## config.mk

```make
export PLATFORM = sky130hd
export DESIGN_NAME = axi_stream_extract_header_flat
export DESIGN_NICKNAME = d
export VERILOG_FILES = /design/src/rtl/axi_stream_extract_header_if.sv /design/src/rtl/axi_stream_extract_header.sv /design/src/flat_wrapper.sv
export SDC_FILE = /design/constraint.sdc
export NUM_CORES = 1
export LEC_CHECK = 0
export ABC_AREA = 1
export CORE_UTILIZATION = 48
export CTS_CLUSTER_DIAMETER = 150
export DETAILED_ROUTE_END_ITERATION = 10
export HOLD_SLACK_MARGIN = 0.1
export PLACE_DENSITY_LB_ADDON = 0.05
export SETUP_SLACK_MARGIN = 0.1
export SLEW_MARGIN = 20
export SYNTH_ARGS = -nofsm -noshare
export SYNTH_HDL_FRONTEND = slang
export SYNTH_SLANG_ARGS = --single-unit
export TNS_END_PERCENT = 1
```

## constraint.sdc

```tcl
create_clock -name clk -period 3.55 [get_ports clk]
set_input_delay 1.065 -clock clk [delete_from_list [all_inputs] [get_ports clk]]
set_output_delay 1.065 -clock clk [all_outputs]
set_load 0.01 [all_outputs]
```

## src/rtl/axi_stream_extract_header_if.sv

```systemverilog
// Signal bundle for the header extractor: input stream, header port, payload stream, error pulse.
// slave is the extractor side; master is the upstream/downstream environment side.
interface axi_stream_extract_header_if;
    logic        valid_in;
    logic        ready_in;
    logic [31:0] data_in;
    logic [3:0]  keep_in;
    logic        last_in;
    logic [1:0]  byte_extract_cnt;

    logic        valid_header;
    logic        ready_header;
    logic [31:0] data_header;
    logic [3:0]  keep_header;

    logic        valid_out;
    logic        ready_out;
    logic [31:0] data_out;
    logic [3:0]  keep_out;
    logic        last_out;

    logic        err_keep;

    modport slave (
        input  valid_in, data_in, keep_in, last_in, byte_extract_cnt,
        input  ready_header, ready_out,
        output ready_in,
        output valid_header, data_header, keep_header,
        output valid_out, data_out, keep_out, last_out,
        output err_keep
    );

    modport master (
        output valid_in, data_in, keep_in, last_in, byte_extract_cnt,
        output ready_header, ready_out,
        input  ready_in,
        input  valid_header, data_header, keep_header,
        input  valid_out, data_out, keep_out, last_out,
        input  err_keep
    );
endinterface

```

## src/rtl/axi_stream_extract_header.sv

```systemverilog
// Strips a 1-4 byte header off each 32-bit MSB-first packet and realigns the payload to lane 3.
// Latency: one cycle input-to-payload; header valid on the edge accepting the first beat.
// Backpressure: first beat waits for a free header slot, body beats for a free output register.
module axi_stream_extract_header (
    input  logic                          clk,
    input  logic                          rst,
    axi_stream_extract_header_if.slave    bus
);
    typedef enum logic [1:0] {IDLE, BODY, FLUSH} state_t;

    state_t      state, state_nxt;
    logic [31:0] hold, hold_nxt;
    logic [2:0]  hold_cnt, hold_cnt_nxt;
    logic [2:0]  h_len, h_len_nxt;

    logic [31:0] dout_nxt, dhdr_nxt;
    logic [3:0]  kout_nxt, khdr_nxt;
    logic        lout_nxt, vout_nxt, vhdr_nxt, err_nxt;

    logic        out_free, hdr_free, ready_int, accept, keep_bad;
    logic [2:0]  n_in, h_cur, r_cur, n_hdr, tot, extra;
    logic [31:0] data_msk, joined, tail;

    function automatic logic [3:0] keep_of(input logic [2:0] cnt);
        case (cnt)
            3'd0:    keep_of = 4'b0000;
            3'd1:    keep_of = 4'b1000;
            3'd2:    keep_of = 4'b1100;
            3'd3:    keep_of = 4'b1110;
            default: keep_of = 4'b1111;
        endcase
    endfunction

    function automatic logic [31:0] lane_mask(input logic [2:0] cnt);
        logic [3:0] k;
        k = keep_of(cnt);
        lane_mask = {{8{k[3]}}, {8{k[2]}}, {8{k[1]}}, {8{k[0]}}};
    endfunction

    // Illegal keep patterns are treated as a full beat and flagged.
    always_comb begin
        keep_bad = 1'b0;
        case (bus.keep_in)
            4'b1000: n_in = 3'd1;
            4'b1100: n_in = 3'd2;
            4'b1110: n_in = 3'd3;
            4'b1111: n_in = 3'd4;
            default: begin
                n_in     = 3'd4;
                keep_bad = 1'b1;
            end
        endcase
    end

    assign out_free = !bus.valid_out || bus.ready_out;
    assign hdr_free = !bus.valid_header || bus.ready_header;

    always_comb begin
        ready_int = 1'b0;
        case (state)
            IDLE:    ready_int = hdr_free;
            BODY:    ready_int = out_free;
            default: ready_int = 1'b0;
        endcase
        if (rst) ready_int = 1'b0;
    end

    assign bus.ready_in = ready_int;
    assign accept       = bus.valid_in && ready_int;

    // H is taken from the port only on the first beat; later beats use the latched copy.
    assign h_cur    = (state == IDLE) ? ({1'b0, bus.byte_extract_cnt} + 3'd1) : h_len;
    assign r_cur    = 3'd4 - h_cur;
    assign data_msk = bus.data_in & lane_mask(n_in);
    assign joined   = hold | (data_msk >> {r_cur, 3'b000});
    assign tail     = data_msk << {h_cur, 3'b000};
    assign n_hdr    = (n_in < h_cur) ? n_in : h_cur;
    assign tot      = r_cur + n_in;
    assign extra    = n_in - h_cur;

    always_comb begin
        state_nxt    = state;
        hold_nxt     = hold;
        hold_cnt_nxt = hold_cnt;
        h_len_nxt    = h_len;
        dout_nxt     = bus.data_out;
        kout_nxt     = bus.keep_out;
        lout_nxt     = bus.last_out;
        vout_nxt     = bus.valid_out && !bus.ready_out;
        dhdr_nxt     = bus.data_header;
        khdr_nxt     = bus.keep_header;
        vhdr_nxt     = bus.valid_header && !bus.ready_header;
        err_nxt      = accept && (keep_bad || (!bus.last_in && bus.keep_in != 4'b1111));

        case (state)
            IDLE: begin
                if (accept) begin
                    h_len_nxt = h_cur;
                    dhdr_nxt  = data_msk & lane_mask(n_hdr);
                    khdr_nxt  = keep_of(n_hdr);
                    vhdr_nxt  = 1'b1;
                    if (!bus.last_in) begin
                        hold_nxt     = tail;
                        hold_cnt_nxt = r_cur;
                        state_nxt    = BODY;
                    end else if (n_in > h_cur) begin
                        hold_nxt     = tail;
                        hold_cnt_nxt = extra;
                        state_nxt    = FLUSH;
                    end
                end
            end
            BODY: begin
                if (accept) begin
                    vout_nxt = 1'b1;
                    if (!bus.last_in) begin
                        dout_nxt     = joined;
                        kout_nxt     = 4'b1111;
                        lout_nxt     = 1'b0;
                        hold_nxt     = tail;
                        hold_cnt_nxt = r_cur;
                    end else if (n_in <= h_cur) begin
                        dout_nxt     = joined & lane_mask(tot);
                        kout_nxt     = keep_of(tot);
                        lout_nxt     = 1'b1;
                        hold_nxt     = '0;
                        hold_cnt_nxt = '0;
                        state_nxt    = IDLE;
                    end else begin
                        dout_nxt     = joined;
                        kout_nxt     = 4'b1111;
                        lout_nxt     = 1'b0;
                        hold_nxt     = tail;
                        hold_cnt_nxt = extra;
                        state_nxt    = FLUSH;
                    end
                end
            end
            FLUSH: begin
                if (out_free) begin
                    dout_nxt     = hold;
                    kout_nxt     = keep_of(hold_cnt);
                    lout_nxt     = 1'b1;
                    vout_nxt     = 1'b1;
                    hold_nxt     = '0;
                    hold_cnt_nxt = '0;
                    state_nxt    = IDLE;
                end
            end
            default: state_nxt = IDLE;
        endcase
    end

    always_ff @(posedge clk) begin
        if (rst) begin
            state            <= IDLE;
            hold             <= '0;
            hold_cnt         <= '0;
            h_len            <= 3'd4;
            bus.valid_out    <= 1'b0;
            bus.data_out     <= '0;
            bus.keep_out     <= '0;
            bus.last_out     <= 1'b0;
            bus.valid_header <= 1'b0;
            bus.data_header  <= '0;
            bus.keep_header  <= '0;
            bus.err_keep     <= 1'b0;
        end else begin
            state            <= state_nxt;
            hold             <= hold_nxt;
            hold_cnt         <= hold_cnt_nxt;
            h_len            <= h_len_nxt;
            bus.valid_out    <= vout_nxt;
            bus.data_out     <= dout_nxt;
            bus.keep_out     <= kout_nxt;
            bus.last_out     <= lout_nxt;
            bus.valid_header <= vhdr_nxt;
            bus.data_header  <= dhdr_nxt;
            bus.keep_header  <= khdr_nxt;
            bus.err_keep     <= err_nxt;
        end
    end
endmodule

```

## src/flat_wrapper.sv

```systemverilog
// flat-port wrapper written by rule: the top's interface ports become plain ports
module axi_stream_extract_header_flat 
  (clk, rst, bus_valid_in, bus_data_in, bus_keep_in, bus_last_in, bus_byte_extract_cnt, bus_ready_header, bus_ready_out, bus_ready_in, bus_valid_header, bus_data_header, bus_keep_header, bus_valid_out, bus_data_out, bus_keep_out, bus_last_out, bus_err_keep);
  axi_stream_extract_header_if bus_i ();
  input  logic clk;
  input  logic rst;
  input wire logic [$bits(bus_i.valid_in)-1:0] bus_valid_in;
  input wire logic [$bits(bus_i.data_in)-1:0] bus_data_in;
  input wire logic [$bits(bus_i.keep_in)-1:0] bus_keep_in;
  input wire logic [$bits(bus_i.last_in)-1:0] bus_last_in;
  input wire logic [$bits(bus_i.byte_extract_cnt)-1:0] bus_byte_extract_cnt;
  input wire logic [$bits(bus_i.ready_header)-1:0] bus_ready_header;
  input wire logic [$bits(bus_i.ready_out)-1:0] bus_ready_out;
  output wire logic [$bits(bus_i.ready_in)-1:0] bus_ready_in;
  output wire logic [$bits(bus_i.valid_header)-1:0] bus_valid_header;
  output wire logic [$bits(bus_i.data_header)-1:0] bus_data_header;
  output wire logic [$bits(bus_i.keep_header)-1:0] bus_keep_header;
  output wire logic [$bits(bus_i.valid_out)-1:0] bus_valid_out;
  output wire logic [$bits(bus_i.data_out)-1:0] bus_data_out;
  output wire logic [$bits(bus_i.keep_out)-1:0] bus_keep_out;
  output wire logic [$bits(bus_i.last_out)-1:0] bus_last_out;
  output wire logic [$bits(bus_i.err_keep)-1:0] bus_err_keep;
  assign bus_i.valid_in = bus_valid_in;
  assign bus_i.data_in = bus_data_in;
  assign bus_i.keep_in = bus_keep_in;
  assign bus_i.last_in = bus_last_in;
  assign bus_i.byte_extract_cnt = bus_byte_extract_cnt;
  assign bus_i.ready_header = bus_ready_header;
  assign bus_i.ready_out = bus_ready_out;
  assign bus_ready_in = bus_i.ready_in;
  assign bus_valid_header = bus_i.valid_header;
  assign bus_data_header = bus_i.data_header;
  assign bus_keep_header = bus_i.keep_header;
  assign bus_valid_out = bus_i.valid_out;
  assign bus_data_out = bus_i.data_out;
  assign bus_keep_out = bus_i.keep_out;
  assign bus_last_out = bus_i.last_out;
  assign bus_err_keep = bus_i.err_keep;
  axi_stream_extract_header u_core (.clk(clk), .rst(rst), .bus(bus_i));
endmodule
```

==> metrics.md <==
| Metric | Value |
|---|---|
| Outcome | `completed` |
| Rel. slew slack | `55.1%` |
| CP most frequent cell | `nand2_1` |
| Chip Width | `117 um` |
| Synth top area share | `36.5%` |
| Netlist cell types | `31` |
| Worst-path cell chain | `clkdlybuf4s50_1 > ha_1 > nand2_1 > o21a_1 > ha_1 > fa_1 > inv_1 > nand3_1 > nand3_1 > nand2_1 > nand2_1 > nand3_2 > nor2_1 > nor2_1` |
| CTS HTree Levels | `4` |
| Post-Layout Cell Count | `1326` |
| Initial core utilization | `49.9%` |
| Post-synthesis sequential area ratio | `36.5%` |
| RSZ-0062 raised after global routing | `true` |
| #FFs+latches synth | `116` |
| Area delta synth->final | `35.5%` |
| Hold path start | `u_core.bus.data_header[31]` |
| Clk slew on worst S/H paths | `0.05 ns` |
| Fmax | `302 MHz` |
| Critical Path Start Type | `input port` |
| Mean Syn Cell Area | `6.34 um^2` |
| Die area | `13700 um^2` |
| Setup CP Type | `in2reg` |
| Post-Place Worst Slack | `-0.202 ns` |
| TritonCTS clock tree | `done` |
| Share of layout cells above drive strength 1 | `10.1%` |
| Final Max Tran Viols | `0` |
| Worst hold path type | `reg2reg` |
| Antenna cells | `0` |
| Via Count | `7017` |
| GRT Overall Usage | `30.9%` |
| Global-route wire length before repair | `32000 um` |
| Max Cap Violations | `0` |
| Clk sinks | `116` |
| Final net count | `1197` |
| I/O Buffers | `120` |
| Fin Setup TNS | `0 ns` |
| Clock buffer depth | `2` |
| Clock skew after layout | `0.00418 ns` |
| Synth area leaders | `dfxtp_1 36%, nand2_1 19%, a21oi_1 8.5%` |
| PnR worst setup slack | `0.240 ns` |
| Number of global-route vias before repair | `6253` |
| WP data arrival | `3.62 ns` |
| DR vias/cell | `5.29` |
| Clk_lat worst skew | `0.42 ns` |
| Top cells by count, synth | `320 x nand2_1, 116 x dfxtp_1, 109 x nor2_1, 108 x a21oi_1, 78 x nand3_1` |
| GPL Wtd Cong | `0.936` |
| Yosys warns | `0` |
| Final setup violation count | `0` |
| Rows | `41` |
| Final min period | `3.31 ns` |
| Actual slew at the worst max-slew pin | `0.674 ns` |
| Crit path launch | `bus_byte_extract_cnt[0]` |
| Worst reg2reg setup slack | `0.67 ns` |
| Most frequent cell after synthesis | `nand2_1` |
| Post-Place Cells | `1294` |
| I/O pin count | `121` |
| CP Capture Type | `flop` |
| Dpl hpwl | `14700 um` |
| Worst-path fanout max | `9` |
| Yosys top cell by area | `dfxtp_1` |
| Post-Syn Nets | `1060` |
| Post-synth ARST share | `0%` |
| Postcts setup bufs | `0` |
| Core ar. | `12800 um^2` |
| Iteration count of the initial detailed-routing pass | `5` |
| Wire per inst | `15.4 um` |
| CP peak stage delay | `0.42 ns` |
| Gr ovfl total | `0` |
| WP data required | `3.86 ns` |
| CP max stage cell | `clkdlybuf4s50_1` |
| Largest net degree at the start of global routing | `67` |
| Post-DP Area | `7990 um^2` |
| Peak VDD IR | `0.000787 V` |
| Hold WS | `0.461 ns` |
| Main synth FF type | `dfxtp_1` |
| Number of remaining DRC errors | `0` |
| Tcrit/Tclk final | `93.2%` |
| EDFF count, synth | `0` |
| Iteration-0 DRC Markers | `592` |
| PD cells | `1100 nW/um^2` |
| Root buf cell | `clkbuf_16` |
| Initial antenna violation count | `0` |
| Post-route cell area | `8630 um^2` |
| Num CTS Buffers | `17` |
| Die Y | `117 um` |
| Antenna-violating nets left | `0` |
| Cells after Synth | `1004` |
| Synthesized cell area | `6370 um^2` |
| Final wirelength | `20500 um` |
| RR Startpoint | `u_core.state[0]` |
| Final Hold Viols | `0` |
| Lkg Pwr | `3.90 nW` |
-- path summary, 6_finish.rpt --
check | to | cells past startpoint
setup / recovery | u_core.bus.keep_out[1] | 14
hold / removal | u_core.bus.data_header[31] | 2
hold reg to reg | u_core.bus.data_header[31] | 2
setup reg to reg | u_core.bus.keep_out[1] | 15
-- placed cells by master (no fill, tap or decap), types with 2 or more instances in the layout --
cell type,Yosys,layout
a21oi_1,108,108
buf_12,0,6
buf_4,9,47
bufinv_16,0,4
clkbuf_16,0,17
clkbuf_8,0,2
clkdlybuf4s50_1,0,118
clkinv_1,2,2
clkinv_2,0,3
clkinv_4,0,2
clkinvlp_4,0,2
dfxtp_1,116,116
fa_1,2,2
ha_1,10,10
inv_1,73,73
inv_2,8,8
nand2_1,320,318
nand2_2,9,11
nand3_1,78,78
nand3_2,5,5
nand3b_1,2,2
nor2_1,109,109
nor2_4,2,2
nor3_1,4,4
o211ai_1,7,7
o21ai_0,54,53
o21ai_1,8,9
o21ai_2,3,3
o21bai_1,22,22
-- per-stage QoR --
stage	utilization, %	power (W)
floorplan	-	0.00552
CTS	67.5	0.00948
finish	67.5	0.00952
detailed placement	62.6	0.00759
global route	67.5	0.0102
global placement	62.6	0.00756
-- cells by family (layout without fill, tap and decap cells) --
logic type	Yosys count	after routing	share of synthesized area, %
buffers and inverters	139	289	9.11
adders and majority gates	12	12	2.59
and+or+nand+nor	531	531	34.2
DFF	116	116	36.5
xor gates and xnor gates	1	1	0.138
AOI/OAI and AO/OA	205	205	17.5
-- cell type report --
cell class	instances	area, um^2
Inverter	84	318
Timing Repair Buffer	173	1670
Tap cell	172	215
Clock buffer	20	457
Fill cell	1162	4150
Multi-Input combinational cell	749	3470
Clock inverter	12	176
Sequential cell	116	2320
-- worst max-delay path: cells and delay by family --
| kind | cells | cell delay [ns] |
|---|---|---|
| AOI/OAI and AO/OA | 1 | 0.15 |
| adders and majority gates | 3 | 1.03 |
| buffers and inverters | 2 | 0.48 |
| and+or+nand+nor | 8 | 0.90 |
-- report_power, final --
group          switching (W)  total (W)  internal [W]
sequential          0.000281    0.00207       0.00179
combinational        0.00335    0.00561       0.00226
clock               0.000631    0.00184       0.00121
-- what timing repair did --
item | 4_1_cts | 5_1_grt
gates resized for setup | 2 | 2
setup endpoints to repair | 1 | 36
endpoints found under the hold margin | 0 | 0
hold buffers | 0 | 0
-- state kept, by name (all words and copies together), names as in the netlist --
name and cells:
u_core.bus.data_header 32, u_core.bus.valid_out 1, u_core.bus.err_keep 1, u_core.hold_cnt 3
u_core.bus.last_out 1, u_core.bus.data_out 32, u_core.bus.keep_header 4, u_core.hold 32
u_core.h_len 3, u_core.bus.keep_out 4, u_core.bus.valid_header 1, u_core.state 2
-- per-layer routing --
layer  up-vias  GRT usage, %  share of wire [%]
met1      3152          42.6                 47
met4         0          15.7                3.8
li1       3504             -                  -
met5         -         0.741                  0
met2       311          45.0                 40
met3        50          7.05                8.8
(Power assumes the default switching activity.)
